==> config.mk <==
export PLATFORM = sky130hd
export DESIGN_NAME = clk_freq_monitor
export DESIGN_NICKNAME = d
export VERILOG_FILES = /design/src/rtl/clk_freq_monitor.sv
export SDC_FILE = /design/constraint.sdc
export NUM_CORES = 1
export LEC_CHECK = 0
export CORE_UTILIZATION = 35
export DETAILED_ROUTE_END_ITERATION = 12
export GPL_ROUTABILITY_DRIVEN = 1
export PLACE_DENSITY = 0.66
export SYNTH_ARGS = -nofsm -noshare
export SYNTH_HDL_FRONTEND = slang
export SYNTH_SLANG_ARGS = --single-unit
==> constraint.sdc <==
create_clock -name clk_sys_i -period 5.3 [get_ports clk_sys_i]
set_input_delay 1.06 -clock clk_sys_i [delete_from_list [all_inputs] [get_ports clk_sys_i]]
set_output_delay 1.06 -clock clk_sys_i [all_outputs]
set_load 0.1 [all_outputs]
==> src/rtl/clk_freq_monitor.sv <==
// Clock health monitor: counts synchronized tog_i transitions over a fixed clk_sys gate
// window, range-checks each completed count and flags a stalled monitored clock.
module clk_freq_monitor #(
    parameter int G_GATE_CYCLES = 1000,
    parameter int G_CNT_WIDTH   = 32,
    parameter int G_SYNC_STAGES = 2,
    parameter int G_LOSS_CYCLES = 64
) (
    input  logic                   clk_sys_i,
    input  logic                   rst_i,
    input  logic                   tog_i,
    input  logic                   en_i,
    input  logic [G_CNT_WIDTH-1:0] min_i,
    input  logic [G_CNT_WIDTH-1:0] max_i,
    output logic [G_CNT_WIDTH-1:0] freq_o,
    output logic                   freq_valid_o,
    output logic                   in_range_o,
    output logic                   clk_lost_o,
    output logic [15:0]            win_cnt_o
);
    localparam int GATE_W = (G_GATE_CYCLES > 1) ? $clog2(G_GATE_CYCLES) : 1;
    localparam int IDLE_W = $clog2(G_LOSS_CYCLES + 1);
    localparam logic [GATE_W-1:0] GATE_LAST = GATE_W'(G_GATE_CYCLES - 1);
    localparam logic [IDLE_W-1:0] LOSS_LIM  = IDLE_W'(G_LOSS_CYCLES);

    typedef enum logic {ST_IDLE, ST_MEASURE} state_t;

    state_t                   state_q, state_d;
    logic [G_SYNC_STAGES-1:0] sync_q;
    logic                     tog_dly_q;
    logic [GATE_W-1:0]        gate_q, gate_d;
    logic [G_CNT_WIDTH-1:0]   edge_cnt_q, edge_cnt_d;
    logic [IDLE_W-1:0]        idle_q, idle_d;
    logic [G_CNT_WIDTH-1:0]   freq_q, freq_d;
    logic                     valid_q, valid_d;
    logic                     in_range_q, in_range_d;
    logic                     lost_q, lost_d;
    logic [15:0]              win_q, win_d;
    logic                     edge_w;
    logic [G_CNT_WIDTH-1:0]   edge_sum;
    logic [IDLE_W-1:0]        idle_inc;

    // The synchronizer keeps running in IDLE so re-enabling sees a settled level.
    always_ff @(posedge clk_sys_i) begin
        if (rst_i) begin
            sync_q    <= '0;
            tog_dly_q <= 1'b0;
        end else begin
            sync_q    <= {sync_q[G_SYNC_STAGES-2:0], tog_i};
            tog_dly_q <= sync_q[G_SYNC_STAGES-1];
        end
    end

    assign edge_w = sync_q[G_SYNC_STAGES-1] ^ tog_dly_q;

    // NOTE: state registers use non-blocking assignments so every flop samples pre-edge values.
    always_ff @(posedge clk_sys_i) begin
        if (rst_i) begin
            state_q    <= ST_IDLE;
            gate_q     <= '0;
            edge_cnt_q <= '0;
            idle_q     <= '0;
            freq_q     <= '0;
            valid_q    <= 1'b0;
            in_range_q <= 1'b0;
            lost_q     <= 1'b0;
            win_q      <= '0;
        end else begin
            state_q    <= state_d;
            gate_q     <= gate_d;
            edge_cnt_q <= edge_cnt_d;
            idle_q     <= idle_d;
            freq_q     <= freq_d;
            valid_q    <= valid_d;
            in_range_q <= in_range_d;
            lost_q     <= lost_d;
            win_q      <= win_d;
        end
    end

    // NOTE: every combinational output gets a default first so no latch can be inferred.
    always_comb begin
        state_d    = state_q;
        gate_d     = gate_q;
        edge_cnt_d = edge_cnt_q;
        idle_d     = idle_q;
        freq_d     = freq_q;
        valid_d    = 1'b0;
        in_range_d = in_range_q;
        lost_d     = 1'b0;
        win_d      = win_q;
        edge_sum   = (edge_w && (edge_cnt_q != '1)) ? edge_cnt_q + G_CNT_WIDTH'(1) : edge_cnt_q;
        idle_inc   = (idle_q != '1) ? idle_q + IDLE_W'(1) : idle_q;

        case (state_q)
            ST_IDLE: begin
                gate_d     = '0;
                edge_cnt_d = '0;
                idle_d     = '0;
                if (en_i) begin
                    state_d = ST_MEASURE;
                    win_d   = '0;
                end
            end
            ST_MEASURE: begin
                if (!en_i) begin
                    state_d    = ST_IDLE;
                    gate_d     = '0;
                    edge_cnt_d = '0;
                    idle_d     = '0;
                end else begin
                    idle_d = edge_w ? '0 : idle_inc;
                    lost_d = (idle_d >= LOSS_LIM);
                    // The edge of the terminal cycle belongs to the closing window.
                    if (gate_q == GATE_LAST) begin
                        gate_d     = '0;
                        edge_cnt_d = '0;
                        freq_d     = edge_sum;
                        valid_d    = 1'b1;
                        in_range_d = (edge_sum >= min_i) && (edge_sum <= max_i);
                        win_d      = win_q + 16'd1;
                    end else begin
                        gate_d     = gate_q + GATE_W'(1);
                        edge_cnt_d = edge_sum;
                    end
                end
            end
            default: state_d = ST_IDLE;
        endcase
    end

    assign freq_o       = freq_q;
    assign freq_valid_o = valid_q;
    assign in_range_o   = in_range_q;
    assign clk_lost_o   = lost_q;
    assign win_cnt_o    = win_q;
endmodule

==> results of run 1 <==
registers in the layout (all words and copies together) (netlist names):
name and cells:
sync_q 2, freq_o 32, gate_q 10, idle_q 7, freq_valid_o 1, state_q 1
edge_cnt_q 32, in_range_o 1, win_cnt_o 16, tog_dly_q 1
final cells by class:
type,instances,share of cell area (%)
multi-input combinational,524,45.9
sequential,103,26.4
timing repair buffer,120,15.3
inverter,98,4.71
tap,220,3.52
clock buffer,9,2.88
clock inverter,7,1.30
critical path: cells and delay by family, from the launching register on:
family,cells,cell delay [ps]
compound gates,4,890
simple gates,6,1870
fa+ha+maj,2,520
flops,1,380
xor+xnor,1,330
power by group:
group,total [mW],internal [mW],switching [mW]
combinational,0.117,0.0648,0.0523
sequential,0.776,0.775,0.00148
clock,0.728,0.420,0.309
placed cells by master (no fill, tap or decap), drive strengths merged, types with 6 or more instances in the layout:
cell and instances:
clkdlybuf4s50 118, nand4 29, a21oi 61, a211oi 24
o21ai 17, ha 68, xor2 22, inv 101
nor3 17, nor2 98, and2 6, nor4 9
clkbuf 9, nor2b 6, dfxtp 103, a21o 12
nand3 35, nand2 38, and3 12, or3 6
xnor2 17, and4 6
final timing paths:
check | start | end | slack (ps) | depth (start not counted)
setup / recovery | edge_cnt_q[0] | in_range_o | 1150 | 13
hold / removal | sync_q[0] | sync_q[1] | 460 | 1
setup reg to reg | edge_cnt_q[0] | in_range_o | 1150 | 13
hold reg to reg | sync_q[0] | sync_q[1] | 460 | 1
cells by family (layout without fill, tap and decap cells):
| kind of cell | Yosys count | in the layout | synth area share, % |
|---|---|---|---|
| compound gates | 140 | 140 | 14.7 |
| xor+xnor | 39 | 39 | 5.71 |
| fa+ha+maj | 68 | 68 | 13.9 |
| buf+inv | 119 | 234 | 7.67 |
| flops | 103 | 103 | 33.7 |
| mux | 3 | 3 | 0.512 |
| simple gates | 274 | 274 | 23.8 |
layer usage:
layer	GRT usage (%)	part of all wire [%]	up-vias
li1	-	-	2823
met1	22.9	48	2468
met2	30.0	46	121
met3	2.72	4.9	14
met4	5.37	1.3	0
met5	0	0	-
per-stage QoR:
| step | hold slack (ps) | total power, mW |
|---|---|---|
| after floorplan | 414 | 0.845 |
| after detailed placement | 457 | 0.911 |
| after global placement | 445 | 0.910 |
| final | 461 | 1.62 |
| after CTS | 463 | 1.64 |
| after global routing | 479 | 1.68 |
==> metrics.md, run 1 <==
| Metric | Value |
|---|---|
| Share of the synthesized area in the top cell type | `33.7%` |
| Gpl congestion | `0.818` |
| Status | `finished, final reports clean` |
| H-tree depth | `3` |
| Fin nets | `992` |
| Routed vias | `5426` |
| Mapped Nets | `882` |
| Post-route insts no fill | `1081` |
| Slowest cell delay on critical path | `480 ps` |
| Worst-case vdd ir drop | `0.170 mV` |
| Core Rows | `47` |
| Mapped Area | `6110 µm²` |
| Die H | `134 µm` |
| Worst-case clock buffer depth | `2` |
| Clock skew | `12.1 ps` |
| Top cells by count, synth | `103 x dfxtp_1, 98 x inv_1, 97 x nor2_1` |
| RSZ-0062 raised after global routing | `false` |
| Final setup viols | `0` |
| Pre-CTS WS | `1210 ps` |
| Area growth from synthesis to layout | `27.7%` |
| I/O pin cnt | `119` |
| Synth area leader | `dfxtp_1` |
| Setup TNS | `0 ps` |
| Mean Syn Cell Area | `8.20 µm²` |
| FF+latch count, synth | `103` |
| CTS tree | `done` |
| Layout cell share with drive strength beyond 1 | `4.07%` |
| Arr. time, crit path | `4350 ps` |
| # diodes | `0` |
| Post-CTS setup buffer count | `0` |
| Largest cells by area after synthesis | `dfxtp_1 34%, ha_1 14%, inv_1 6.0%, nor2_1 6.0%, a21oi_1 5.0%` |
| Post-synth ARST share | `0%` |
| # fillers | `1699` |
| Leak Pwr | `3.41 nW` |
| Core ar. | `16800 µm²` |
| Min Tclk post-route | `4150 ps` |
| Post-route cell area | `7810 µm²` |
| Slew Viols, Final | `0` |
| Post-Place Cells | `1065` |
| Max-cap viol count | `0` |
| DIE AREA | `18000 µm²` |
| Antenna violations before repair | `0` |
| Crit-path slowest cell | `nand4_1` |
| Antenna-violating nets left | `0` |
| EDFF count, synth | `0` |
| CTS clk-pin slew, worst paths | `70 ps` |
| Num CTS Buffers | `9` |
| Startpoint Class | `register` |
| Total GRT Usage | `17.6%` |
| Multi-input logic area | `3580 µm²` |
| Routed WL | `15.6 mm` |
| Clock Sink Count | `103` |
| Fmax | `0.241 GHz` |
| Top FF cell, synth | `dfxtp_1` |
| Area post-placement | `7480 µm²` |
| Power Density | `208 nW/µm²` |
| Initial Utilization | `36.4%` |
| 1st-iter DRT viols | `191` |
| Drt first pass iters | `4` |
| DR WL/cell | `14.4 µm` |
| Register area | `2060 µm²` |
| Root Buffer | `clkbuf_16` |
| Most frequent cell after synthesis | `dfxtp_1` |
| Post-DP HPWL | `11.9 mm` |
| Worst skew pair latency | `350 ps` |
| Vias in the first global route | `5282` |
| Worst Hold Class | `register to register` |
| Critical path class | `register to register` |
| Port Buffers | `118` |
| DR vias/cell | `5.02` |
| Critical Path, Cell by Cell | `ha_1 -> nand4_1 -> nor3_1 -> nand4_1 -> nand2_1 -> xor2_1 -> ha_1 -> nand2b_1 -> a2111oi_0 -> o32ai_1 -> or4_1 -> a21oi_1 -> o32ai_1` |
| Slew HR | `30.9%` |
| Tcrit/Tclk final | `78.3%` |
| WP data required | `5500 ps` |
| Die Wd | `134 µm` |
| First-pass GRT wire length | `25.4 mm` |
| Util after Layout | `46.4%` |
| Largest net degree at the start of global routing | `61` |
| Worst setup EP type | `register` |
| Overflow after GRT | `0` |
| Post-Synthesis Cells | `746` |
| Fin. Hold Viols | `0` |
| Seq/Total Area, Yosys | `33.7%` |
| Crit Path Max Fanout | `13` |
| Yosys Warn Count | `0` |
| Worst setup slack after layout | `1150 ps` |
| Post-CTS resize count | `0` |
| Drc violations | `0` |
| Yosys cell types | `58` |
| Post-CTS Hold Buffers | `0` |
| Least-Margin Pin Slew | `1030 ps` |
No activity file was read; power rests on OpenSTA's default activity.
==> run 2: changes to the inputs <==
Clock period 5.3 ns to 4.1 ns, I/O delays scaled along.
==> metrics.md, run 2 (synthesis results as in run 1) <==
| Metric | Value |
|---|---|
| Crit Path Max Fanout | `5 (-8)` |
| Critical Path, Cell by Cell | `ha_1 -> nand4_1 -> or3_1 -> o311ai_4 -> nor3_1 -> xnor2_1 -> inv_1 -> ha_1 -> a21o_1 -> a221o_1 -> a221oi_1 -> o21ai_0 -> a21oi_1 -> o32ai_1` |
| Worst Hold Class | `register to register` |
| Tcrit/Tclk final | `93.7% (+15 points)` |
| Startpoint Class | `register` |
| Fmax | `0.260 GHz (+8.0%)` |
| First-pass GRT wire length | `25.5 mm (+0.11%)` |
| Largest net degree at the start of global routing | `61 (unchanged)` |
| Core Rows | `47 (unchanged)` |
| RSZ-0062 raised after global routing | `false` |
| Die H | `134 µm (unchanged)` |
| Num CTS Buffers | `9 (unchanged)` |
| Post-CTS Hold Buffers | `0 (unchanged)` |
| Area growth from synthesis to layout | `28.8%` |
| Slew Viols, Final | `0 (unchanged)` |
| Clock Sink Count | `103 (unchanged)` |
| Routed WL | `15.7 mm (+0.96%)` |
| Final setup viols | `0 (unchanged)` |
| Initial Utilization | `36.4% (unchanged)` |
| DIE AREA | `18000 µm² (unchanged)` |
| Most frequent cells in the layout | `118 x clkdlybuf4s50_1, 103 x dfxtp_1, 98 x inv_1` |
| Post-DP HPWL | `12.0 mm (+0.72%)` |
| Antenna violations before repair | `0 (unchanged)` |
| Leak Pwr | `3.46 nW (+1.3%)` |
| Antenna-violating nets left | `0 (unchanged)` |
| Slew HR | `31.4% (+0.49 points)` |
| Arr. time, crit path | `4030 ps (-320 ps)` |
| Core ar. | `16800 µm² (unchanged)` |
| Layout cell share with drive strength beyond 1 | `5.39% (+1.3 points)` |
| H-tree depth | `3 (unchanged)` |
| Commonest non-fill, non-tap cell in the layout | `clkdlybuf4s50_1` |
| Critical path class | `register to register` |
| CTS clk-pin slew, worst paths | `70 ps (about the same)` |
| I/O pin cnt | `119 (unchanged)` |
| Clock skew | `9.79 ps (-2.28 ps)` |
| Worst setup slack after layout | `257 ps (-893 ps)` |
| Root Buffer | `clkbuf_16` |
| Drc violations | `0 (unchanged)` |
| Hold depth | `2 (+1)` |
| DR vias/cell | `5.05 (+0.67%)` |
| Routed vias | `5518 (+1.7%)` |
| Setup TNS | `0 ps (unchanged)` |
| Min Tclk post-route | `3840 ps (-307 ps)` |
| Total GRT Usage | `17.8% (+0.12 points)` |
| Fin nets | `1004 (+1.2%)` |
| Port Buffers | `118 (unchanged)` |
| 1st-iter DRT viols | `308 (+61%)` |
| Least-Margin Pin Slew | `1030 ps (-7.30 ps)` |
| Hold_ws | `470 ps (+9.22 ps)` |
| Worst r2r path cells | `14 (+1)` |
| Worst skew pair latency | `350 ps (about the same)` |
| Drt first pass iters | `6 (+2)` |
| Worst-case clock buffer depth | `2 (unchanged)` |
| Slowest cell delay on critical path | `480 ps (about the same)` |
| Multi-input logic area | `3590 µm² (+0.17%)` |
| # diodes | `0 (unchanged)` |
| Cell repeated most along the worst path | `ha_1` |
| # fillers | `1685 (-0.82%)` |
| Gpl congestion | `0.836 (+2.2%)` |
| Vias in the first global route | `5200 (-1.6%)` |
| Overflow after GRT | `0 (unchanged)` |
| WP data required | `4290 ps (-1210 ps)` |
| Register area | `2060 µm² (unchanged)` |
| Worst setup EP type | `register` |
| Pre-CTS WS | `136 ps (-1070 ps)` |
| Power Density | `257 nW/µm² (+24%)` |
| CTS tree | `done` |
| Die Wd | `134 µm (unchanged)` |
| Status | `finished, final reports clean` |
| Worst-case vdd ir drop | `0.223 mV (+31%)` |
| DR WL/cell | `14.4 µm (about the same)` |
| Crit-path slowest cell | `or3_1` |
| Fin. Hold Viols | `0 (unchanged)` |
| Max-cap viol count | `0 (unchanged)` |
==> run 2: cell count changes in the layout (fill, tap and decap cells not counted), sizes merged <==
cell      delta
bufinv       -1
buf         +12
clkinv       +2
inv          -2
clkbuf       +1
clkinvlp     -1
==> run 2: through the flow <==
stage | total power, mW | cells | cell area (µm²) | utilization, %
2_1_floorplan | 1.09 | 746 | 6110 | -
3_3_place_gp | 1.18 | 1076 | 7570 | 45.0
3_5_place_dp | 1.18 | 1076 | 7570 | 45.0
4_1_cts | 2.05 | 1091 | 7860 | 46.8
5_1_grt | 2.10 | 1092 | 7880 | 46.8
6_report | 2.02 | 1092 | 7880 | 46.8
==> run 2: timing repair <==
action                                 in CTS  in global routing
endpoints found under the hold margin       0                  0
setup buffers                               0                  1
gates resized for setup                     0                  1
setup endpoints to repair                   0                  1
==> run 2: where the power goes <==
| part | internal (mW) | switching (mW) |
|---|---|---|
| Sequential | 1.00 | 0.00213 |
| Combinational | 0.0850 | 0.0678 |
| Clock | 0.488 | 0.376 |
==> run 2: layout make-up <==
| type | count | area share (%) |
|---|---|---|
| multi-input combinational | 524 | 45.6 |
| sequential | 103 | 26.2 |
| timing repair buffer | 132 | 16.3 |
| inverter | 98 | 4.67 |
| tap | 220 | 3.49 |
| clock buffer | 10 | 3.03 |
| clock inverter | 5 | 0.731 |
==> run 2: worst paths after layout <==
path / from / end / slack, ps
setup / recovery: edge_cnt_q[0] / in_range_o / 260
hold / removal: freq_o[16] / freq_o[16] / 470
setup reg to reg: edge_cnt_q[0] / in_range_o / 260
hold reg to reg: freq_o[16] / freq_o[16] / 470
==> run 2: routing by layer <==
layer  global-route usage [%]  vias to the layer above  part of all wire [%]
met1                     23.8                     2496                    48
met5                        0                        -                     0
met3                     2.99                       22                   5.4
li1                         -                     2846                     -
met4                     5.93                        0                   1.7
met2                     28.9                      154                    45
==> run 2: critical path: cells and delay by family (launching register included) <==
| kind | cells | cell delay (ps) |
|---|---|---|
| AO/OA/AOI/OAI | 7 | 1640 |
| XOR/XNOR | 1 | 230 |
| adder cells (fa/ha/maj) | 2 | 530 |
| buffers and inverters | 1 | 110 |
| flip-flops | 1 | 380 |
| AND/OR/NAND/NOR | 3 | 800 |
==> run 3: changes to the inputs <==
Clock period 4.1 ns to 4.25 ns, I/O delays scaled along.
==> metrics.md, run 3 (synthesis results as in run 1) <==
| Metric | Value |
|---|---|
| Status | `finished, final reports clean` |
| Worst skew pair latency | `350 ps (about the same)` |
| Drt first pass iters | `5 (-1)` |
| R2R setup slack | `400 ps (+140 ps)` |
| DR top layer | `met4` |
| DR vias/cell | `5.00 (-1.1%)` |
| DR WL/cell | `14.3 µm (-0.68%)` |
| H-tree depth | `3 (unchanged)` |
| Register area | `2060 µm² (unchanged)` |
| Root Buffer | `clkbuf_16` |
| Critical R2R Launch | `edge_cnt_q[0]` |
| I/O pin cnt | `119 (unchanged)` |
| Fmax | `0.260 GHz (-0.16%)` |
| Fin. Hold Viols | `0 (unchanged)` |
| Num CTS Buffers | `9 (unchanged)` |
| Largest net degree at the start of global routing | `61 (unchanged)` |
| RSZ-0062 raised after global routing | `false` |
| Multi-input logic area | `3580 µm² (-0.17%)` |
| DIE AREA | `18000 µm² (unchanged)` |
| Worst setup EP type | `register` |
| Power Density | `246 nW/µm² (-4.2%)` |
| Crit Path Max Fanout | `5 (unchanged)` |
| Metal3 WL | `772 µm (-9.6%)` |
| Commonest non-fill, non-tap cell in the layout | `clkdlybuf4s50_1` |
| Worst-case clock buffer depth | `2 (unchanged)` |
| Initial Utilization | `36.4% (unchanged)` |
| Critical path class | `register to register` |
| Routed vias | `5440 (-1.4%)` |
| Vias in the first global route | `5306 (+2.0%)` |
| Clock skew | `10.9 ps (+1.10 ps)` |
| CTS clk-pin slew, worst paths | `70 ps (about the same)` |
| Leak Pwr | `3.42 nW (-0.95%)` |
| Area growth from synthesis to layout | `28.0%` |
| Min Tclk post-route | `3850 ps (+6.28 ps)` |
| Slew HR | `31.4% (about the same)` |
| Antenna-violating nets left | `0 (unchanged)` |
| 1st-iter DRT viols | `231 (-25%)` |
| Core ar. | `16800 µm² (unchanged)` |
| Cell repeated most along the worst path | `ha_1` |
| Die H | `134 µm (unchanged)` |
| Slowest cell delay on critical path | `470 ps (about the same)` |
| Worst-case vdd ir drop | `0.257 mV (+15%)` |
| Most frequent cells in the layout | `118 x clkdlybuf4s50_1, 103 x dfxtp_1, 98 x inv_1` |
| Layout cell share with drive strength beyond 1 | `4.83% (-0.56 points)` |
| # diodes | `0 (unchanged)` |
| Tcrit/Tclk final | `90.6% (-3.2 points)` |
| Reg2reg end | `in_range_o` |
| First-pass GRT wire length | `25.3 mm (-0.51%)` |
| Critical Path, Cell by Cell | `ha_1 -> nand4_1 -> or3_1 -> o311ai_4 -> nor3_1 -> xnor2_1 -> inv_1 -> ha_1 -> a21o_1 -> a221o_1 -> a221oi_1 -> o21ai_0 -> a21oi_1 -> o32ai_1` |
| Core Rows | `47 (unchanged)` |
| Fin nets | `1000 (-0.40%)` |
| Total GRT Usage | `17.6% (-0.11 points)` |
| Die Wd | `134 µm (unchanged)` |
| Final setup viols | `0 (unchanged)` |
| Least-Margin Pin Slew | `1030 ps (+0.400 ps)` |
| Worst setup slack after layout | `400 ps (+144 ps)` |
| Startpoint Class | `register` |
| Worst Hold Class | `register to register` |
| Post-DP HPWL | `11.9 mm (-1.2%)` |
| WP data required | `4440 ps (+150 ps)` |
| Worst r2r path cells | `14 (unchanged)` |
| CTS tree | `done` |
| Gpl congestion | `0.847 (+1.3%)` |
| Clock Sink Count | `103 (unchanged)` |
| Max-cap viol count | `0 (unchanged)` |
| Crit path from | `edge_cnt_q[0]` |
| Setup TNS | `0 ps (unchanged)` |
| Port Buffers | `118 (unchanged)` |
| Drc violations | `0 (unchanged)` |
| Routed WL | `15.6 mm (-0.95%)` |
| Arr. time, crit path | `4040 ps (about the same)` |
| Pre-CTS WS | `364 ps (+228 ps)` |
| WL met2 | `6.95 mm (-0.86%)` |
| Overflow after GRT | `0 (unchanged)` |
| Antenna violations before repair | `0 (unchanged)` |
| Post-CTS resize count | `0 (unchanged)` |
| Crit-path slowest cell | `or3_1` |
| # fillers | `1715 (+1.8%)` |
| Post-Route M1 WL | `7.61 mm (+0.18%)` |
| Slew Viols, Final | `0 (unchanged)` |
| Worst setup path end | `in_range_o` |
run 3: final cells by class:
| type | instances | share of cell area [%] |
|---|---|---|
| clock buffer | 11 | 3.10 |
| clock inverter | 5 | 0.527 |
| inverter | 98 | 4.70 |
| multi-input combinational | 524 | 45.8 |
| sequential | 103 | 26.3 |
| tap | 220 | 3.52 |
| timing repair buffer | 128 | 16.0 |
run 3: worst min-delay path by stage:
stage | depth (start not counted) | slack [ps] | to | start
2_1_floorplan | 1 | 410 | sync_q[1] | sync_q[0]
3_5_place_dp | 1 | 460 | gate_q[0] | gate_q[0]
6_report | 1 | 460 | sync_q[1] | sync_q[0]
5_1_grt | 1 | 470 | sync_q[1] | sync_q[0]
3_3_place_gp | 1 | 440 | gate_q[0] | gate_q[0]
4_1_cts | 1 | 470 | sync_q[1] | sync_q[0]
run 3: layer usage:
metal / GRT usage (%) / up-vias
li1: - / 2833
met1: 22.9 / 2471
met2: 29.5 / 121
met3: 3.14 / 15
met4: 5.74 / 0
met5: 0 / -
run 3: worst max-delay path, delay by kind of cell, from the launching register on:
kind,cells,cell delay (ps)
and+or+nand+nor,3,760
AOI/OAI and AO/OA,7,1670
buffers and inverters,1,100
xor gates and xnor gates,1,240
DFF,1,380
adders and majority gates,2,550
run 3: power breakdown:
part	switching (mW)	total [mW]	internal (mW)
Clock	0.389	0.808	0.419
Sequential	0.00189	0.968	0.966
Combinational	0.0655	0.147	0.0815
Total	0.456	1.92	1.47
run 3: what timing repair did:
item | in CTS | in global routing
setup endpoints to repair | 0 | 1
buffers inserted | 0 | 1
hold buffers | 0 | 0
run 3: through the flow:
step	power [mW]	cells	util [%]	area [µm²]	hold slack, ps
floorplan	1.05	746	-	6110	414
global placement	1.14	1072	44.8	7540	445
detailed placement	1.14	1072	44.8	7540	455
CTS	1.93	1088	46.5	7820	470
global route	2.00	1089	46.5	7830	474
finish	1.92	1089	46.5	7830	463
==> RTL change 1 (settings of run 3) <==
Make the reset (`rst_i`) asynchronous in 2 clocked blocks.
--- a/src/rtl/clk_freq_monitor.sv
+++ b/src/rtl/clk_freq_monitor.sv
@@ -41,7 +41,7 @@
     logic [IDLE_W-1:0]        idle_inc;
 
     // The synchronizer keeps running in IDLE so re-enabling sees a settled level.
-    always_ff @(posedge clk_sys_i) begin
+    always_ff @(posedge clk_sys_i or posedge rst_i) begin
         if (rst_i) begin
             sync_q    <= '0;
             tog_dly_q <= 1'b0;
@@ -54,7 +54,7 @@
     assign edge_w = sync_q[G_SYNC_STAGES-1] ^ tog_dly_q;
 
     // NOTE: state registers use non-blocking assignments so every flop samples pre-edge values.
-    always_ff @(posedge clk_sys_i) begin
+    always_ff @(posedge clk_sys_i or posedge rst_i) begin
         if (rst_i) begin
             state_q    <= ST_IDLE;
             gate_q     <= '0;
Function: no difference found for any inputs over 10 cycles, from zero or initial values and one cycle with rst_i high; that may be too few to reach the edited logic, so the function may still have changed.
==> RTL change 1 against run 3 <==
Sequential cell count is the same. Synthesized area is 4.0% higher. Final area grew 4.1%. Count of clock-buffer cells in the layout decreased by 1. Total power increased by 11%. Via count is 4.3% lower. Clock skew fell by 2.4 ps. Fmax rose by 1.8%. Worst setup slack improved by 68 ps. Core utilization shrank 0.073 points. Combinational power rose by 29%. Routed wire length down 2.8%. Critical path type unchanged.
==> RTL change 1: results (changes against run 3) <==
Yosys
  • Netlist cell types: 50 (-14%)
  • Post-Synth Adder-Cell Area: 13.4% (-0.53 points)
  • Syn Nets: 848 (-3.9%)
  • Combinational family with the most area after synthesis: simple AND/OR/NAND/NOR gates
  • Sequential fraction of the synthesis area: 40.5% (+6.8 points)
  • Post-synth ARST share: 100% (+100 points)
  • Mux cell area share after synthesis: 0.315% (-0.20 points)
  • Complex-gate fraction of the synthesized area: 11.0% (-3.6 points)
  • Synth top cells by count: dfrtp_1, inv_1, nand2_1, nor2_1, ha_1
  • Post-Synth XOR/XNOR Area: 6.81% (+1.1 points)
  • Ys Warns: 0 (unchanged)
  • Commonest register cell after synthesis: dfrtp_1
  • Top cells by area, synth: dfrtp_1, ha_1, inv_1

Placement
  • Pre-CTS WS: 516 ps (+151 ps)
  • PortBufs: 118 (unchanged)
  • Gp weighted congestion: 0.815 (-3.7%)
  • Post-DP HPWL: 11.6 mm (-2.8%)
  • DP Area: 0.00780 sq mm (+3.5%)

Status
  • Status: completed

Cells and area
  • Fill cell count: 1726 (+0.64%)
  • Area Growth Syn to Fin: 28.2%
  • ANT cells: 0 (unchanged)
  • # nets final: 967 (-3.3%)
  • Layout cell share with drive strength beyond 1: 5.86% (+1.0 points)

Clock tree
  • Register clock-pin slew on the reported worst setup and hold paths: 70 ps (about the same)
  • H-tree depth: 3 (unchanged)
  • CTS root buf: clkbuf_16
  • Worst-case clock buffer depth: 2 (unchanged)
  • PostCTS Resize Cnt: 0 (unchanged)
  • Num CTS Buffers: 9 (unchanged)
  • Clock latency on the worst-skew pair: 350 ps (about the same)
  • Post-CTS Setup Repair Bufs: 0 (unchanged)

Timing
  • Post-Route Skew: 8.50 ps (-2.38 ps)
  • Rel. slew slack: 33.5% (+2.1 points)

Critical path
  • Crit-path max cell delay: 670 ps (+200 ps)
  • CP max-delay cell: nor4_1
  • Crit path max-delay family: simple AND/OR/NAND/NOR gates
  • CP max FO: 13 (+8)

GRT
  • First-pass GRT wire length: 25.4 mm (+0.14%)
  • Vias in the first global route: 5100 (-3.9%)
  • GRT Util Overall: 17.4% (-0.26 points)
  • Largest net degree at the start of global routing: 69 (+13%)
  • Initial antenna violation count: 0 (unchanged)

Worst hold path
  • HP Class: reg2reg

Detailed routing
  • Met3 wire len: 540 microns (-30%)
  • Iter 0 DRT Violations: 348 (+51%)
  • Final wirelength: 15.1 mm (-2.8%)
  • DR top layer: met4
  • Met2 WL: 6.75 mm (-2.9%)
  • WL met1: 7.69 mm (+0.95%)
  • Via-to-Cell Ratio: 4.91 (-1.8%)
  • Drt pass-1 iters: 4 (-1)

Pwr
  • Leakage power: 4.16 nW (+21%)
  • Maximum vdd drop: 0.216 mV (-16%)
==> RTL change 1: cell count changes after synthesis, sizes merged, moves of 6 or more <==
cell | before | now
dfrtp | 0 | 103
a211oi | 24 | 0
nor2b | 6 | 0
dfxtp | 103 | 0
nor2 | 98 | 69
a21oi | 61 | 31
o21ai | 17 | 71
a21o | 12 | 3
nand2 | 38 | 74
nor3 | 17 | 3
xnor2 | 17 | 7
xor2 | 22 | 39
buf | 11 | 5
==> RTL change 1: power breakdown <==
part           switching, mW  internal (mW)
clock                  0.372          0.590
combinational         0.0989         0.0902
sequential           0.00620          0.985
==> RTL change 1: kinds of logic (layout without fill, tap and decap cells) <==
kind of cell	Yosys count	after routing
AO/OA/AOI/OAI	123	123
XOR/XNOR	46	46
adder cells (fa/ha/maj)	68	68
buffers and inverters	118	242
flip-flops	103	103
multiplexers	2	2
AND/OR/NAND/NOR	252	252
==> RTL change 1: metrics by stage <==
stage	power [mW]	std cells	hold slack, ps
3_5_place_dp	1.20	1045	345
6_report	2.14	1061	364
5_1_grt	2.23	1061	377
2_1_floorplan	1.10	712	331
3_3_place_gp	1.20	1045	341
4_1_cts	2.16	1061	358
==> RTL change 1: worst reg2reg max path: stages, from the launching register on <==
cell and delay (ps):
dfrtp_1 430, nand4_2 160, nor4_4 490, nand4_2 160, buf_4 230, nand4_1 130
xor2_1 290, inv_1 120, ha_1 330, nand4_1 150, nor4_1 670, a211o_1 280
a211o_1 140, a22oi_1 60
==> RTL change 1: path summary, 6_finish.rpt <==
kind                            slack, ps           end  cells after the start      startpoint
worst max-delay path                  470    in_range_o                     13  edge_cnt_q[18]
worst min-delay path                  360     sync_q[1]                      0       sync_q[0]
worst max register to register        470    in_range_o                     13  edge_cnt_q[18]
worst min register to register        360     sync_q[1]                      0       sync_q[0]
max in group asynchronous            2430  win_cnt_o[3]                      3           rst_i
min in group asynchronous            1020     idle_q[6]                      2           rst_i
==> RTL change 1: cell type report <==
class,instances,share of cell area [%]
Multi-Input combinational cell,491,40.8
Sequential cell,103,31.6
Timing Repair Buffer,127,15.3
Inverter,99,4.59
Tap cell,225,3.45
Clock buffer,10,2.93
Clock inverter,6,1.32
==> RTL change 1: routing by layer <==
| layer | vias up | global-route usage [%] |
|---|---|---|
| met2 | 108 | 27.6 |
| met1 | 2437 | 24.8 |
| li1 | 2649 | - |
| met3 | 11 | 2.30 |
| met4 | 0 | 4.76 |
| met5 | - | 0 |
==> RTL change 2 (config.mk and constraints of run 3) <==
Without the edit above. Set the parameter `G_SYNC_STAGES` to 4 (it was 2).
--- a/src/rtl/clk_freq_monitor.sv
+++ b/src/rtl/clk_freq_monitor.sv
@@ -3,7 +3,7 @@
 module clk_freq_monitor #(
     parameter int G_GATE_CYCLES = 1000,
     parameter int G_CNT_WIDTH   = 32,
-    parameter int G_SYNC_STAGES = 2,
+    parameter int G_SYNC_STAGES = 4,
     parameter int G_LOSS_CYCLES = 64
 ) (
     input  logic                   clk_sys_i,
Function: same outputs for any inputs over 10 cycles, from zero or initial values and one cycle with rst_i high; that may be too few to reach the edited logic, so the function may still have changed.
==> RTL change 2 against run 3 <==
Cell count down 0.64%. Global-route usage up 0.40 points. Fmax is 3.5% lower. Final area down 0.13%. Worst setup slack lost 140 ps. Total power increased by 5.9%. Highest routed layer unchanged. Worst hold slack lost 24 ps. Critical endpoint unchanged. Clock skew down 1.2 ps. Die area down 1.3%. Routed wire length is 0.34% lower. Sequential cell count increased by 2. Synthesized area shrank 1.3%. Clock power increased by 12%.
==> RTL change 2: results (changes against run 3) <==
Yosys
  • Top cells by area, synth: dfxtp_1, ha_1, a21oi_1
  • Syn Nets: 877 (-0.57%)
  • Netlist cell types: 50 (-14%)
  • Synthesized area per cell: 8.14 sq um (-0.66%)
  • Sequential fraction of the synthesis area: 34.8% (+1.1 points)

Detailed routing
  • Met2 WL: 7.09 mm (+2.0%)
  • Post-DR wirelength/cell: 14.4 microns (+0.30%)
  • Final wirelength: 15.5 mm (-0.34%)
  • WL met1: 7.30 mm (-4.2%)
  • Via-to-Cell Ratio: 5.04 (+0.83%)

Pwr
  • Int Pwr: 1.59 mW (+8.3%)
  • Maximum vdd drop: 0.218 mV (-15%)
  • Total combinational power: 0.141 mW (-4%)

Placement
  • Gp weighted congestion: 0.869 (+2.6%)
  • Post-DP HPWL: 11.9 mm (+0.16%)
  • Placed cells: 1066 (-0.56%)
  • Pre-CTS WS: 182 ps (-183 ps)

Critical path
  • CP max FO: 8 (+3)
  • Crit path max-delay family: simple AND/OR/NAND/NOR gates
  • Crit-path max cell delay: 530 ps (+60 ps)

Cells and area
  • Fill cell count: 1686 (-1.7%)
  • # nets final: 993 (-0.70%)
  • Layout cell share with drive strength beyond 1: 4.99% (+0.16 points)

GRT
  • GRT Util Overall: 18.0% (+0.40 points)
  • Vias in the first global route: 5412 (+2.0%)
  • M3 GR Usage: 3.61% (+0.48 points)
  • M2 GR Usage: 29.4% (-0.049 points)
  • Largest net degree at the start of global routing: 43 (-30%)
  • First-pass GRT wire length: 26.0 mm (+2.5%)

Status
  • Status: completed

Timing
  • Rel. slew slack: 30.2% (-1.2 points)
-- RTL change 2: cell types whose count changed after synthesis, moves of 4 or more --
cell and change:
nand2_1 -6, a21o_1 -8, and2_1 -4, nor2b_1 +5, clkbuf_1 +6, o21ai_0 +10, a21oi_1 +19, buf_2 -4
xor2_1 -4, nor2_1 -12, nand3b_1 +7, a211oi_1 -8
-- RTL change 2: cell families after synthesis --
kind of cell / Yosys count / share of synthesized area [%]
and+or+nand+nor: 256 / 22.4
xor gates and xnor gates: 40 / 6.18
muxes: 3 / 0.498
adders and majority gates: 68 / 14.1
DFF: 105 / 34.8
buffers and inverters: 120 / 7.57
AOI/OAI and AO/OA: 149 / 14.4
-- RTL change 2: path summary, 6_finish.rpt --
check                      from         end  slack [ps]  cells after the start
setup / recovery  edge_cnt_q[0]  in_range_o         260                     14
hold / removal        sync_q[1]   sync_q[2]         440                      1
setup reg to reg  edge_cnt_q[0]  in_range_o         260                     14
hold reg to reg       sync_q[1]   sync_q[2]         440                      1
-- RTL change 2: worst register-to-register path, cell delays in order, from the launching register on --
cell,delay [ps]
dfxtp_1,390
ha_1,230
and4_1,280
nand3_2,130
or3_1,530
nand4_1,220
xor2_2,250
inv_1,100
ha_1,310
nand4_1,130
nor4_1,410
o211ai_1,210
o211ai_1,220
a211oi_1,130
o41ai_1,340
-- RTL change 2: layout make-up --
cell class,count,area (sq um),area share [%]
clock inverters,7,101,1.30
well taps,220,275,3.52
multi-input cells,516,3500,44.7
clock buffers,9,225,2.88
flip-flops and latches,105,2100,26.9
inverters,98,368,4.70
repair buffers,127,1250,16.0
-- RTL change 2: timing repair --
action                                  in CTS  in global routing
endpoints found under the setup margin       0                  1
setup buffers                                0                  0
resized for setup                            0                  4
